`src/rtl/waterfall_pkg.sv`:
```
// Shared defaults and FSM state encoding for the waterfall pixel RAM scheduler.
package waterfall_pkg;

    localparam int unsigned WF_COLS = 320;
    localparam int unsigned WF_ROWS = 240;
    localparam int unsigned WF_AW   = 17;
    localparam int unsigned WF_DW   = 8;

    typedef enum logic [1:0] {
        S_IDLE,
        S_WRITE,
        S_LINE_DONE,
        S_COMMIT
    } wf_state_e;

endpackage

```
`src/rtl/wf_addr_gen.sv`:
```
// Combinational (row, col, top) -> RAM address, with the row rotated by top and wrapped at ROWS.
module wf_addr_gen #(
    parameter int unsigned COLS = 320,
    parameter int unsigned ROWS = 240,
    parameter int unsigned AW   = 17
) (
    input  logic [7:0]    row,
    input  logic [8:0]    col,
    input  logic [7:0]    top,
    output logic [AW-1:0] addr
);

    logic [8:0] sum;
    logic [8:0] phys;

    always_comb begin
        sum  = {1'b0, row} + {1'b0, top};
        phys = (sum >= 9'(ROWS)) ? (sum - 9'(ROWS)) : sum;
        addr = AW'(phys) * AW'(COLS) + AW'(col);
    end

endmodule

```
`src/rtl/waterfall_scheduler.sv`:
```
// Shares the single-port waterfall RAM between strict-priority pixel fetch and the line writer,
// and scrolls the display by committing each finished line as the new top row at frame start.
module waterfall_scheduler
    import waterfall_pkg::*;
#(
    parameter int unsigned COLS = WF_COLS,
    parameter int unsigned ROWS = WF_ROWS,
    parameter int unsigned AW   = WF_AW,
    parameter int unsigned DW   = WF_DW
) (
    input  logic          clk,
    input  logic          resetn,
    input  logic          vid_start,
    input  logic          vid_visible,
    input  logic [8:0]    vid_x,
    input  logic [7:0]    vid_y,
    input  logic          pix_rd_req,
    output logic [DW-1:0] pix_data,
    output logic          pix_valid,
    input  logic [DW-1:0] smp_data,
    input  logic          smp_sol,
    input  logic          smp_valid,
    output logic          smp_ready,
    output logic [AW-1:0] ram_addr,
    output logic          ram_we,
    output logic [DW-1:0] ram_wdata,
    input  logic [DW-1:0] ram_rdata,
    output logic [7:0]    top_row,
    output logic          err_resync
);

    wf_state_e     state_q, state_d;
    logic [7:0]    wr_row_q, wr_row_d;
    logic [8:0]    wr_col_q, wr_col_d;
    logic [7:0]    top_row_q, top_row_d;
    logic [AW-1:0] ram_addr_q, ram_addr_d;
    logic          ram_we_q, ram_we_d;
    logic [DW-1:0] ram_wdata_q, ram_wdata_d;
    logic          rd_pend_q, rd_pend_d;
    logic          pix_valid_q, pix_valid_d;
    logic          err_q, err_d;
    logic          start_d_q, start_d_d;
    logic          start_rise_q, start_rise_d;

    logic          rd_cycle;
    logic          accept;
    logic          do_write;
    logic [8:0]    wr_col_sel;
    logic [AW-1:0] rd_addr;
    logic [AW-1:0] wr_addr;

    assign rd_cycle   = pix_rd_req && vid_visible;
    assign smp_ready  = resetn && !pix_rd_req && ((state_q == S_IDLE) || (state_q == S_WRITE));
    assign accept     = smp_valid && smp_ready;
    assign wr_col_sel = smp_sol ? '0 : wr_col_q;

    wf_addr_gen #(.COLS(COLS), .ROWS(ROWS), .AW(AW)) u_rd_addr (
        .row  (vid_y),
        .col  (vid_x),
        .top  (top_row_q),
        .addr (rd_addr)
    );

    wf_addr_gen #(.COLS(COLS), .ROWS(ROWS), .AW(AW)) u_wr_addr (
        .row  (wr_row_q),
        .col  (wr_col_sel),
        .top  ('0),
        .addr (wr_addr)
    );

    always_comb begin
        state_d      = state_q;
        wr_row_d     = wr_row_q;
        wr_col_d     = wr_col_q;
        top_row_d    = top_row_q;
        ram_addr_d   = ram_addr_q;
        ram_we_d     = 1'b0;
        ram_wdata_d  = ram_wdata_q;
        rd_pend_d    = rd_cycle;
        pix_valid_d  = rd_pend_q;
        err_d        = 1'b0;
        start_d_d    = vid_start;
        start_rise_d = vid_start && !start_d_q;
        do_write     = 1'b0;

        if (rd_cycle) begin
            ram_addr_d = rd_addr;
        end

        case (state_q)
            S_IDLE: begin
                if (accept && smp_sol) begin
                    do_write = 1'b1;
                    wr_col_d = 9'd1;
                    state_d  = S_WRITE;
                end
            end
            S_WRITE: begin
                if (accept) begin
                    do_write = 1'b1;
                    if (smp_sol) begin
                        wr_col_d = 9'd1;
                        err_d    = 1'b1;
                    end else begin
                        wr_col_d = wr_col_q + 9'd1;
                        if (wr_col_q == 9'(COLS - 1)) begin
                            state_d = S_LINE_DONE;
                        end
                    end
                end
            end
            S_LINE_DONE: begin
                // ram_we_q is high only in the final-column write cycle; a rise seen then is skipped
                if (start_rise_q && !ram_we_q) begin
                    state_d = S_COMMIT;
                end
            end
            S_COMMIT: begin
                top_row_d = wr_row_q;
                wr_row_d  = (wr_row_q == '0) ? 8'(ROWS - 1) : (wr_row_q - 8'd1);
                wr_col_d  = '0;
                state_d   = S_IDLE;
            end
            default: state_d = S_IDLE;
        endcase

        if (do_write) begin
            ram_we_d    = 1'b1;
            ram_addr_d  = wr_addr;
            ram_wdata_d = smp_data;
        end
    end

    always_ff @(posedge clk or negedge resetn) begin
        if (!resetn) begin
            state_q      <= S_IDLE;
            wr_row_q     <= 8'(ROWS - 1);
            wr_col_q     <= '0;
            top_row_q    <= '0;
            ram_addr_q   <= '0;
            ram_we_q     <= 1'b0;
            ram_wdata_q  <= '0;
            rd_pend_q    <= 1'b0;
            pix_valid_q  <= 1'b0;
            err_q        <= 1'b0;
            start_d_q    <= 1'b0;
            start_rise_q <= 1'b0;
        end else begin
            state_q      <= state_d;
            wr_row_q     <= wr_row_d;
            wr_col_q     <= wr_col_d;
            top_row_q    <= top_row_d;
            ram_addr_q   <= ram_addr_d;
            ram_we_q     <= ram_we_d;
            ram_wdata_q  <= ram_wdata_d;
            rd_pend_q    <= rd_pend_d;
            pix_valid_q  <= pix_valid_d;
            err_q        <= err_d;
            start_d_q    <= start_d_d;
            start_rise_q <= start_rise_d;
        end
    end

    // RAM returns data one clock after the address, so pix_data is passed through while valid
    assign pix_data   = pix_valid_q ? ram_rdata : '0;
    assign pix_valid  = pix_valid_q;
    assign ram_addr   = ram_addr_q;
    assign ram_we     = ram_we_q;
    assign ram_wdata  = ram_wdata_q;
    assign top_row    = top_row_q;
    assign err_resync = err_q;

endmodule

```
`config.mk`:
```
export PLATFORM = sky130hd
export DESIGN_NAME = waterfall_scheduler
export DESIGN_NICKNAME = d
export VERILOG_FILES = /design/src/rtl/waterfall_pkg.sv /design/src/rtl/wf_addr_gen.sv /design/src/rtl/waterfall_scheduler.sv
export SDC_FILE = /design/constraint.sdc
export NUM_CORES = 1
export LEC_CHECK = 0
export BUFFER_PORTS_ARGS = -buffer_cell sky130_fd_sc_hd__buf_2
export CAP_MARGIN = 10
export CELL_PAD_IN_SITES_DETAIL_PLACEMENT = 0
export CELL_PAD_IN_SITES_GLOBAL_PLACEMENT = 2
export CORE_ASPECT_RATIO = 0.5
export CORE_UTILIZATION = 23
export CTS_BUF_LIST = sky130_fd_sc_hd__clkbuf_16
export DETAILED_ROUTE_END_ITERATION = 12
export GPL_ROUTABILITY_DRIVEN = 0
export PLACE_DENSITY = 0.63
export SKIP_LAST_GASP = 1
export SLEW_MARGIN = 20
export SYNTH_ARGS = -nofsm -noshare
export SYNTH_HDL_FRONTEND = slang
export SYNTH_SLANG_ARGS = --single-unit
```
`constraint.sdc`:
```
create_clock -name clk -period 5.2 [get_ports clk]
set_input_delay 0 -clock clk [delete_from_list [all_inputs] [get_ports clk]]
set_output_delay 0 -clock clk [all_outputs]
set_load 0.01 [all_outputs]
```
==> results.cfg, run 1 <==
[status]
status = finished clean

[grt]
grt_start_max_net_pins = 35
met3_usage = 0.02583
globalRoute.busiestLayer = met2
global_route.usage.met1 = 0.1782
via_count_of_the_first_global_routing_pass = 4020
track_usage = 0.1323
overflow = 0
grt_antenna_before_repair = 0
groute.layer.met2.usage = 0.2183
grt_pass1_wl_microns = 21380

[worst_setup_path]
cp.arrival_ns = 5.22
crit-reg2reg-launch = top_row[0]$_DFFE_PN0P_
cp_data_required_time_ns = 5.41
crit_path_end_kind = register
timing.critical_path.cells = ha_4, fa_2, a211oi_2, nor2_2, xor2_2, ha_4, nand3b_1, nor3_2, nor3_2, o21ai_1, a21o_1, buf_6, xor2_4, ha_4, fa_2, a21o_1, a21oi_2, o21bai_1, a21oi_1, xnor2_1, xnor2_2, o211ai_2, nor3b_2, a2bb2oi_2
setup.worst_path.start_class = register
cp_slowest_cell = fa_2
worst_path_most_repeated_cell = ha_4
setup.worst_path.start = top_row[0]$_DFFE_PN0P_
worst_path_largest_cell_delay_ns = 0.42
timing_worst_setup_path_type = reg2reg
timing.critical_path.fanout_max = 6

[synth]
simple_gate_share_of_the_synthesized_area = 0.2016
synth_edf_count = 0
synth.avg_cell_area_sq_um = 8.958
async_reset_ff_frac = 1.000
predominant_post_synthesis_flop_cell = dfrtp_1
synth_xor_area_frac = 0.07989
synthCells = 514
mappedNetlistArea_sq_um = 4604
compound_cell_area_share_of_the_yosys_netlist = 0.1845
synth-warning-count = 0
postSynthRegisterBits = 58
muxShareOfSynthArea = 0.02636
main_combinational_cell_family_by_area_after_synthesis = simple AND/OR/NAND/NOR gates
synthesis.nets = 608
synth_fa_ha_area_frac = 0.1549
synth-seq-area-share = 0.3171
synth.distinct_cells = 64

[min_path]
hold_path.class = in2reg
hold_path_startpoint = vid_x[6]

[timing]
timing.fmax_ghz = 0.1995
relSlewSlack = 0.4359
rsz0062_at_grt = yes
final.setup_skew_ns = 0.01164
final.min_clock_period_ns = 5.013
number_of_slew_limit_violations_in_the_final_report = 0
setup_viol = 0
hold_violations = 0
hold_slack_final_ns = 0.08639
layout_setup_ws_ns = 0.1871
tightestPinTransition_ns = 0.8461
finalCritPeriodShare = 0.9640

[route]
number_of_drc_markers_after_the_initial_detailed_route_iteration = 155
remaining_design_rule_violation_count = 0
route.vias.total = 4137
postRouteWirelength_microns = 13630
final_antenna_net_count = 0
route.detailed.vias_per_inst = 4.546
first_drt_pass_iteration_count = 5
wl_per_cell_microns = 14.98

[floorplanning]
std_cell_rows = 36
die_area_sq_um = 20620
io_pins = 85
die_h_microns = 102.1
initial_core_util = 0.2355
dieWidth_microns = 202.1
design.core.area_sq_um = 19550

[layout]
final.fill_count = 2112
final_nets = 733
final_layout_size_suffix_gt1_frac = 0.2888
n_antenna_cell = 0
flow.area_growth_from_synthesis_pct = 33.78
post-route-util = 0.3151
final_cell_count_no_fill = 910

[clocking]
clkSinkCount = 58
cts_htree_levels = 3
clock_tree_from_tritoncts = done
max-clock-path-buffers = 2
clock_insertion_delay_worst_skew_ns = 0.34
cts_inserted_buffers = 9
root_buffer = clkbuf_16
worst_setup_hold_path_clk_slew_ns = 0.06

[flow_run]
maxCapViolCount = 0

[placed_design]
place_inst = 867
portBuffers = 84
pre_cts_slack_ns = -0.002887
dpl.hpwl_microns = 10210

[power]
p_leak_uw = 0.002894
power_density_nw_per_um2 = 232.7
ir_drop_mv = 0.1416
## synthesized netlist by cell type (5+ instances only)
cell type,count,area share
o21ai_1,5,0.0054
nand2_1,71,0.058
a31oi_1,9,0.012
nand4_1,6,0.0082
mux2_2,9,0.022
a211oi_1,7,0.011
dfstp_2,7,0.040
ha_1,49,0.13
nor3b_1,5,0.0082
fa_1,5,0.022
dfrtp_1,51,0.28
nand2b_1,5,0.0068
nor2b_1,6,0.0082
xnor2_1,27,0.051
and2_1,11,0.015
nor3_1,9,0.0098
and3_1,7,0.0095
nand3_1,18,0.020
a21o_1,11,0.018
inv_1,27,0.022
nor2_1,32,0.026
a21oi_1,30,0.033
o21ai_0,24,0.026
clkbuf_1,11,0.0090
xor2_1,10,0.019
## cells by family after synthesis
family | count (synthesis)
DFF | 58
AOI/OAI and AO/OA | 121
buffers and inverters | 43
muxes | 11
xor gates and xnor gates | 39
adders and majority gates | 54
and+or+nand+nor | 188
## metal layers
metal  share of wire  vias to the layer above  wire length, microns
met1            0.49                     1982                  6737
met2            0.47                       49                  6365
met4           0.015                        0                   209
met3           0.023                       24                   316
li1                -                     2082                     -
met5               0                        -                     0
## area by class of cell
type | count | area, sq um | area share
multi-input combinational | 413 | 3176 | 0.5155
clock inverter | 7 | 53.80 | 0.008735
sequential | 58 | 1460 | 0.2371
inverter | 28 | 105.1 | 0.01706
clock buffer | 9 | 225.2 | 0.03656
tap | 266 | 332.8 | 0.05403
timing repair buffer | 129 | 807.0 | 0.1310
## final timing paths
check / endpoint / slack [ns] / depth (start not counted)
max in group asynchronous: wr_col_q[2]$_DFFE_PN0P_ / 4.03 / 3
max: ram_addr[16]$_DFFE_PN0P_ / 0.19 / 24
max reg2reg: ram_addr[16]$_DFFE_PN0P_ / 0.19 / 24
min reg2reg: pix_valid$_DFF_PN0_ / 0.35 / 0
min: ram_addr[6]$_DFFE_PN0P_ / 0.09 / 4
min in group asynchronous: top_row[0]$_DFFE_PN0P_ / 0.22 / 2
## layout by cell type, fill, tap and decap left out, types with 18 or more instances in the layout
cell type and instances:
dfrtp_1 51, inv_1 27, nor2_1 32, xnor2_1 23, buf_4 26, a21oi_1 29, buf_2 84, nand2_1 70
ha_1 41, o21ai_0 23, dlygate4sd3_1 18
## worst max-delay path: cells and delay by family, from the launching register on
family | cells | cell delay (ns)
AOI/OAI and AO/OA | 9 | 1.49
adders and majority gates | 5 | 1.43
xor gates and xnor gates | 4 | 0.80
and+or+nand+nor | 5 | 0.62
DFF | 1 | 0.40
buffers and inverters | 1 | 0.14
## sequential cells by signal, indices dropped and copies added, names as in the netlist
signal and count:
err_resync 1, pix_valid 1, pix_valid_d 1, ram_addr 17, ram_wdata 8, ram_we 1
start_d_q 1, start_rise_q 1, state_q 2, top_row 8, wr_col_q 9, wr_row_q 8
## report_power, final
group,internal (uW),switching (uW)
registers,494,28.7
logic,162,182
clock network,325,243
total,980,453
## through the flow
stage / setup TNS [ns] / instance area [sq um] / power [uW]
2_1_floorplan: 0 / 4618 / 712.3
3_3_place_gp: 0 / 5448 / 834.5
3_5_place_dp: -0.002887 / 5448 / 835.0
4_1_cts: 0 / 5932 / 1428
5_1_grt: -0.2890 / 6160 / 1523
6_report: 0 / 6160 / 1434
## what timing repair did
| action | in CTS | in global routing |
|---|---|---|
| setup buffers | 1 | 8 |
| hold buffers | 18 | 0 |
| pin swaps | 3 | 20 |
| endpoints found under the setup margin | 1 | 3 |
| gates resized for setup | 2 | 23 |
| endpoints found under the hold margin | 34 | 0 |
Note: power is estimated with default switching activity, not from simulation.
==> run 2, diff against run 1 <==
Settings changed: ABC_AREA set to 1, PLACE_DENSITY 0.63 to 0.66.
==> results.cfg, run 2 <==
[floorplanning]
dieWidth_microns = 200.4
io_pins = 85
design.core.area_sq_um = 18830
initial_core_util = 0.2405
die_area_sq_um = 20290
std_cell_rows = 35
die_h_microns = 101.2

[synth]
synthCells = 598
mappedNetlistArea_sq_um = 4528
post-synth-top-area-cell = dfrtp_1
synth_fa_ha_area_frac = 0.1575
synth_xor_area_frac = 0.03675
synth-seq-area-share = 0.3225
synth_commonest_cells = nand2_1, inv_1, nor2_1
netlist_top_cells_area = dfrtp_1, ha_1, nand2_1, inv_1, nor2_1
synthesis.nets = 692
simple_gate_share_of_the_synthesized_area = 0.2769
postSynthRegisterBits = 58
synth-warning-count = 0
synth.distinct_cells = 43
main_combinational_cell_family_by_area_after_synthesis = simple AND/OR/NAND/NOR gates
synth_edf_count = 0
synth_top_cell_area_share = 0.2818
compound_cell_area_share_of_the_yosys_netlist = 0.1196
async_reset_ff_frac = 1.000
synth.avg_cell_area_sq_um = 7.572
muxShareOfSynthArea = 0
predominant_post_synthesis_flop_cell = dfrtp_1
post-synth-top-count-cell = nand2_1

[worst_setup_path]
worst_path_largest_cell_delay_ns = 0.46
timing.critical_path.cells = ha_1, fa_1, nand3_1, nand2_1, nand2_1, nand2_2, ha_1, nand3_4, inv_2, nand2_2, nand3_2, xor2_1, ha_1, fa_1, xor2_1, inv_1, nor3_1, nand3_1, nor2_1, nand3_1, nand2_1, nand3_2, a21oi_2
timing.critical_path.fanout_max = 5
cp.arrival_ns = 4.53
timing_worst_setup_path_type = reg2reg
critPathTopFamily = adder cells
setup.worst_path.start_class = register
cp_data_required_time_ns = 5.45
cp_slowest_cell = fa_1
cp_num_buf_inv = 2
crit_path_end_kind = register

[layout]
flow.area_growth_from_synthesis_pct = 26.33
final.fill_count = 2105
largest_register_ffs = 17
final_nets = 799
final_cell_count_no_fill = 969
mostFrequentLayoutCell = nand2_1
final_layout_size_suffix_gt1_frac = 0.2197
mostFrequentLayoutCells = nand2_1, buf_2, inv_1
n_antenna_cell = 0

[timing]
number_of_slew_limit_violations_in_the_final_report = 0
setup_viol = 0
timing.fmax_ghz = 0.2340
rsz0062_at_grt = no
tightestPinTransition_ns = 0.8065
hold_violations = 0
final.min_clock_period_ns = 4.273
final.setup_skew_ns = 0.01001
relSlewSlack = 0.4623
setup_total_neg_slack_ns = 0
finalCritPeriodShare = 0.8218

[clocking]
clock_insertion_delay_worst_skew_ns = 0.33
max-clock-path-buffers = 2
worst_setup_hold_path_clk_slew_ns = 0.05
post_cts.resized_instances = 0
clock_tree_from_tritoncts = done
cts_inserted_buffers = 9
clkSinkCount = 58
root_buffer = clkbuf_16
cts_htree_levels = 3

[route]
remaining_design_rule_violation_count = 0
final_antenna_net_count = 0
route.vias.total = 4090
first_drt_pass_iteration_count = 6
route.detailed.vias_per_inst = 4.221
number_of_drc_markers_after_the_initial_detailed_route_iteration = 132
wl_per_cell_microns = 12.73
postRouteWirelength_microns = 12340

[grt]
track_usage = 0.1286
global_route.usage.met1 = 0.1772
groute.layer.met2.usage = 0.2118
grt_pass1_wl_microns = 20720
grt_antenna_before_repair = 0
globalRoute.busiestLayer = met2
grt_start_max_net_pins = 60
met3_usage = 0.02059
overflow = 0
via_count_of_the_first_global_routing_pass = 4072

[placed_design]
place_inst = 936
dpl.hpwl_microns = 9821
portBuffers = 84

[min_path]
hold_path.class = in2reg

[flow_run]
maxCapViolCount = 0

[status]
status = finished clean
## run 2: final timing paths
kind / start / to / slack (ns) / cells after the start
worst max-delay path: top_row[0]$_DFFE_PN0P_ / ram_addr[16]$_DFFE_PN0P_ / 0.93 / 23
worst min-delay path: pix_rd_req / err_resync$_DFF_PN0_ / 0.03 / 4
worst max register to register: top_row[0]$_DFFE_PN0P_ / ram_addr[16]$_DFFE_PN0P_ / 0.93 / 23
worst min register to register: pix_valid_d$_DFF_PN0_ / pix_valid$_DFF_PN0_ / 0.35 / 0
max in group asynchronous: resetn / ram_addr[13]$_DFFE_PN0P_ / 4.28 / 3
min in group asynchronous: resetn / start_rise_q$_DFF_PN0_ / 0.39 / 3
## run 2: repair_timing
item                                   CTS  global route
endpoints found under the hold margin   68             0
hold buffers                            17             0
buffers inserted                         0             0
## run 2: layer usage
metal / wire length [microns] / vias to the layer above
li1: - / 2157
met1: 6506 / 1887
met2: 5535 / 39
met3: 226 / 7
met4: 67 / 0
met5: 0 / -
## run 2: kinds of logic after synthesis
group | after synthesis
buf+inv | 102
fa+ha+maj | 54
flops | 58
compound gates | 98
simple gates | 267
xor+xnor | 19
## run 2: area by class of cell
type | count | area, sq um | area share
multi-input combinational | 438 | 2675 | 0.4676
sequential | 58 | 1460 | 0.2552
timing repair buffer | 105 | 620.6 | 0.1085
inverter | 93 | 354.1 | 0.06190
tap | 259 | 324.1 | 0.05665
clock buffer | 9 | 225.2 | 0.03937
clock inverter | 7 | 61.31 | 0.01072
## run 2: worst reg2reg max path: cells and delay by family (launching register included)
kind,cells,cell delay (ns)
AOI/OAI and AO/OA,1,0.11
xor gates and xnor gates,2,0.45
adders and majority gates,5,1.64
buffers and inverters,2,0.11
DFF,1,0.39
and+or+nand+nor,13,1.48
## run 2: through the flow
step                cell area (sq um)  utilization  hold slack, ns  worst slack [ns]
global placement                 5264       0.2795          0.1237             1.033
floorplan                        4528            -         -0.2956             1.250
global route                     5720       0.3038         0.06060            0.4991
detailed placement               5264       0.2795          0.1280            0.9529
finish                           5720       0.3038         0.03353            0.9266
CTS                              5720       0.3038         0.01822            0.9042
Power of run 2 is not shown: default switching activity piles up to over one toggle a cycle in this logic, so the estimate is an artifact.
==> run 3, diff against run 2 <==
Settings changed: PLACE_DENSITY 0.66 to 0.64.
Clock period 5.2 ns to 4 ns, I/O delays scaled along.
==> results.cfg, run 3 (same netlist as run 2, synthesis figures left out) <==
[status]
status = finished clean

[placed_design]
portBuffers = 84
area_after_dpl_sq_um = 5459
dpl.hpwl_microns = 9840

[floorplanning]
initial_core_util = 0.2405
std_cell_rows = 35
io_pins = 85
die_area_sq_um = 20290
dieWidth_microns = 200.4
design.core.area_sq_um = 18830
die_h_microns = 101.2

[clocking]
clock_tree_from_tritoncts = done
max-clock-path-buffers = 2
clock_insertion_delay_worst_skew_ns = 0.33
clkSinkCount = 58
worst_setup_hold_path_clk_slew_ns = 0.06
cts_htree_levels = 3
root_buffer = clkbuf_16
cts_inserted_buffers = 9

[route]
met2_wirelength_microns = 5678
drt-met1-wl_microns = 6810
number_of_drc_markers_after_the_initial_detailed_route_iteration = 137
wl_per_cell_microns = 12.72
top_layer = met4
route.detailed.vias_per_inst = 4.208
first_drt_pass_iteration_count = 4
route.vias.total = 4229
postRouteWirelength_microns = 12780
wl_met3_microns = 198
final_antenna_net_count = 0
remaining_design_rule_violation_count = 0

[timing]
final.setup_skew_ns = 0.01068
timing.fmax_ghz = 0.2632
setup_viol = 0
rsz0062_at_grt = yes
final.min_clock_period_ns = 3.799
hold_violations = 0
number_of_slew_limit_violations_in_the_final_report = 0
finalCritPeriodShare = 0.9497
hold_slack_final_ns = 0.02210
relSlewSlack = 0.4654
tightestPinTransition_ns = 0.8018

[grt]
grt_antenna_before_repair = 0
grt_pass1_wl_microns = 20510
via_count_of_the_first_global_routing_pass = 4051
grt_start_max_net_pins = 59
overflow = 0
track_usage = 0.1277

[layout]
mostFrequentLayoutCell = nand2_1
stdcell_area_sq_um = 6365
final_layout_size_suffix_gt1_frac = 0.3284
mostFrequentLayoutCells = nand2_1, buf_2, inv_1
flow.area_growth_from_synthesis_pct = 40.56
n_antenna_cell = 0
final.fill_count = 2025
final_nets = 835
largest_register_ffs = 17

[worst_setup_path]
timing.critical_path.fanout_max = 3
worst_path_largest_cell_delay_ns = 0.41
r2r_cells = 28
crit_path_end_kind = register
setup.worst_path.start_class = register
cp_data_required_time_ns = 4.26
timing_worst_setup_path_type = reg2reg
cp_slowest_cell = dfrtp_1
cp.arrival_ns = 4.06
worst_path_most_repeated_cell = nand2_2

[min_path]
hold_path_depth = 4
hold_path.class = in2reg

[flow_run]
maxCapViolCount = 0
## run 3: cell count changes in the layout (fill, tap and decap cells not counted), moves of 4 or more
cell | previous run | this run
a21oi_1 | 33 | 29
a21oi_2 | 2 | 6
buf_4 | 4 | 39
ha_1 | 49 | 39
ha_4 | 0 | 10
nand2_1 | 134 | 120
nand2_2 | 9 | 22
nand3_1 | 35 | 27
nand3_2 | 4 | 10
## run 3: timing repair
action                                  CTS  global route
pin swaps                                 2            32
setup buffers                             1             9
endpoints found under the hold margin    68             0
endpoints found under the setup margin    3             5
hold buffers                             17             0
resized for setup                         6            54
## run 3: area by class of cell
class | instances | area, sq um | area share
multi-input cells | 438 | 2975 | 0.4675
repair buffers | 141 | 894.6 | 0.1406
clock buffers | 9 | 225.2 | 0.03538
clock inverters | 7 | 125.1 | 0.01966
flip-flops and latches | 58 | 1461 | 0.2296
inverters | 93 | 359.1 | 0.05642
well taps | 259 | 324.1 | 0.05091
## run 3: through the flow
step,util,setup TNS (ns),worst slack (ns),cells
finish,0.3380,0,0.2012,1005
global route,0.3380,-0.1189,-0.06184,1005
CTS,0.3194,0,0.03687,996
floorplan,-,0,0.04990,598
global placement,0.2899,-0.001327,-0.001327,962
detailed placement,0.2899,-0.1256,-0.09898,962
## run 3: routing by layer
layer  up-vias  global-route usage
li1       2218                   -
met1      1968              0.1811
met2        35              0.2033
met3         8             0.01963
met4         0             0.03347
met5         -                   0
## run 3: critical path, delay by kind of cell, from the launching register on
kind	cells	cell delay, ns
AOI/OAI and AO/OA	3	0.30
DFF	1	0.41
buffers and inverters	3	0.24
and+or+nand+nor	16	1.25
xor gates and xnor gates	1	0.21
adders and majority gates	5	1.32
## run 3: final timing paths
path | endpoint | slack, ns | startpoint
worst max-delay path | ram_addr[16]$_DFFE_PN0P_ | 0.20 | top_row[0]$_DFFE_PN0P_
worst min-delay path | err_resync$_DFF_PN0_ | 0.02 | pix_rd_req
worst max register to register | ram_addr[16]$_DFFE_PN0P_ | 0.20 | top_row[0]$_DFFE_PN0P_
worst min register to register | pix_valid$_DFF_PN0_ | 0.35 | pix_valid_d$_DFF_PN0_
max in group asynchronous | top_row[1]$_DFFE_PN0P_ | 3.01 | resetn
min in group asynchronous | start_rise_q$_DFF_PN0_ | 0.41 | resetn
Power of run 3 is left out for the same reason.
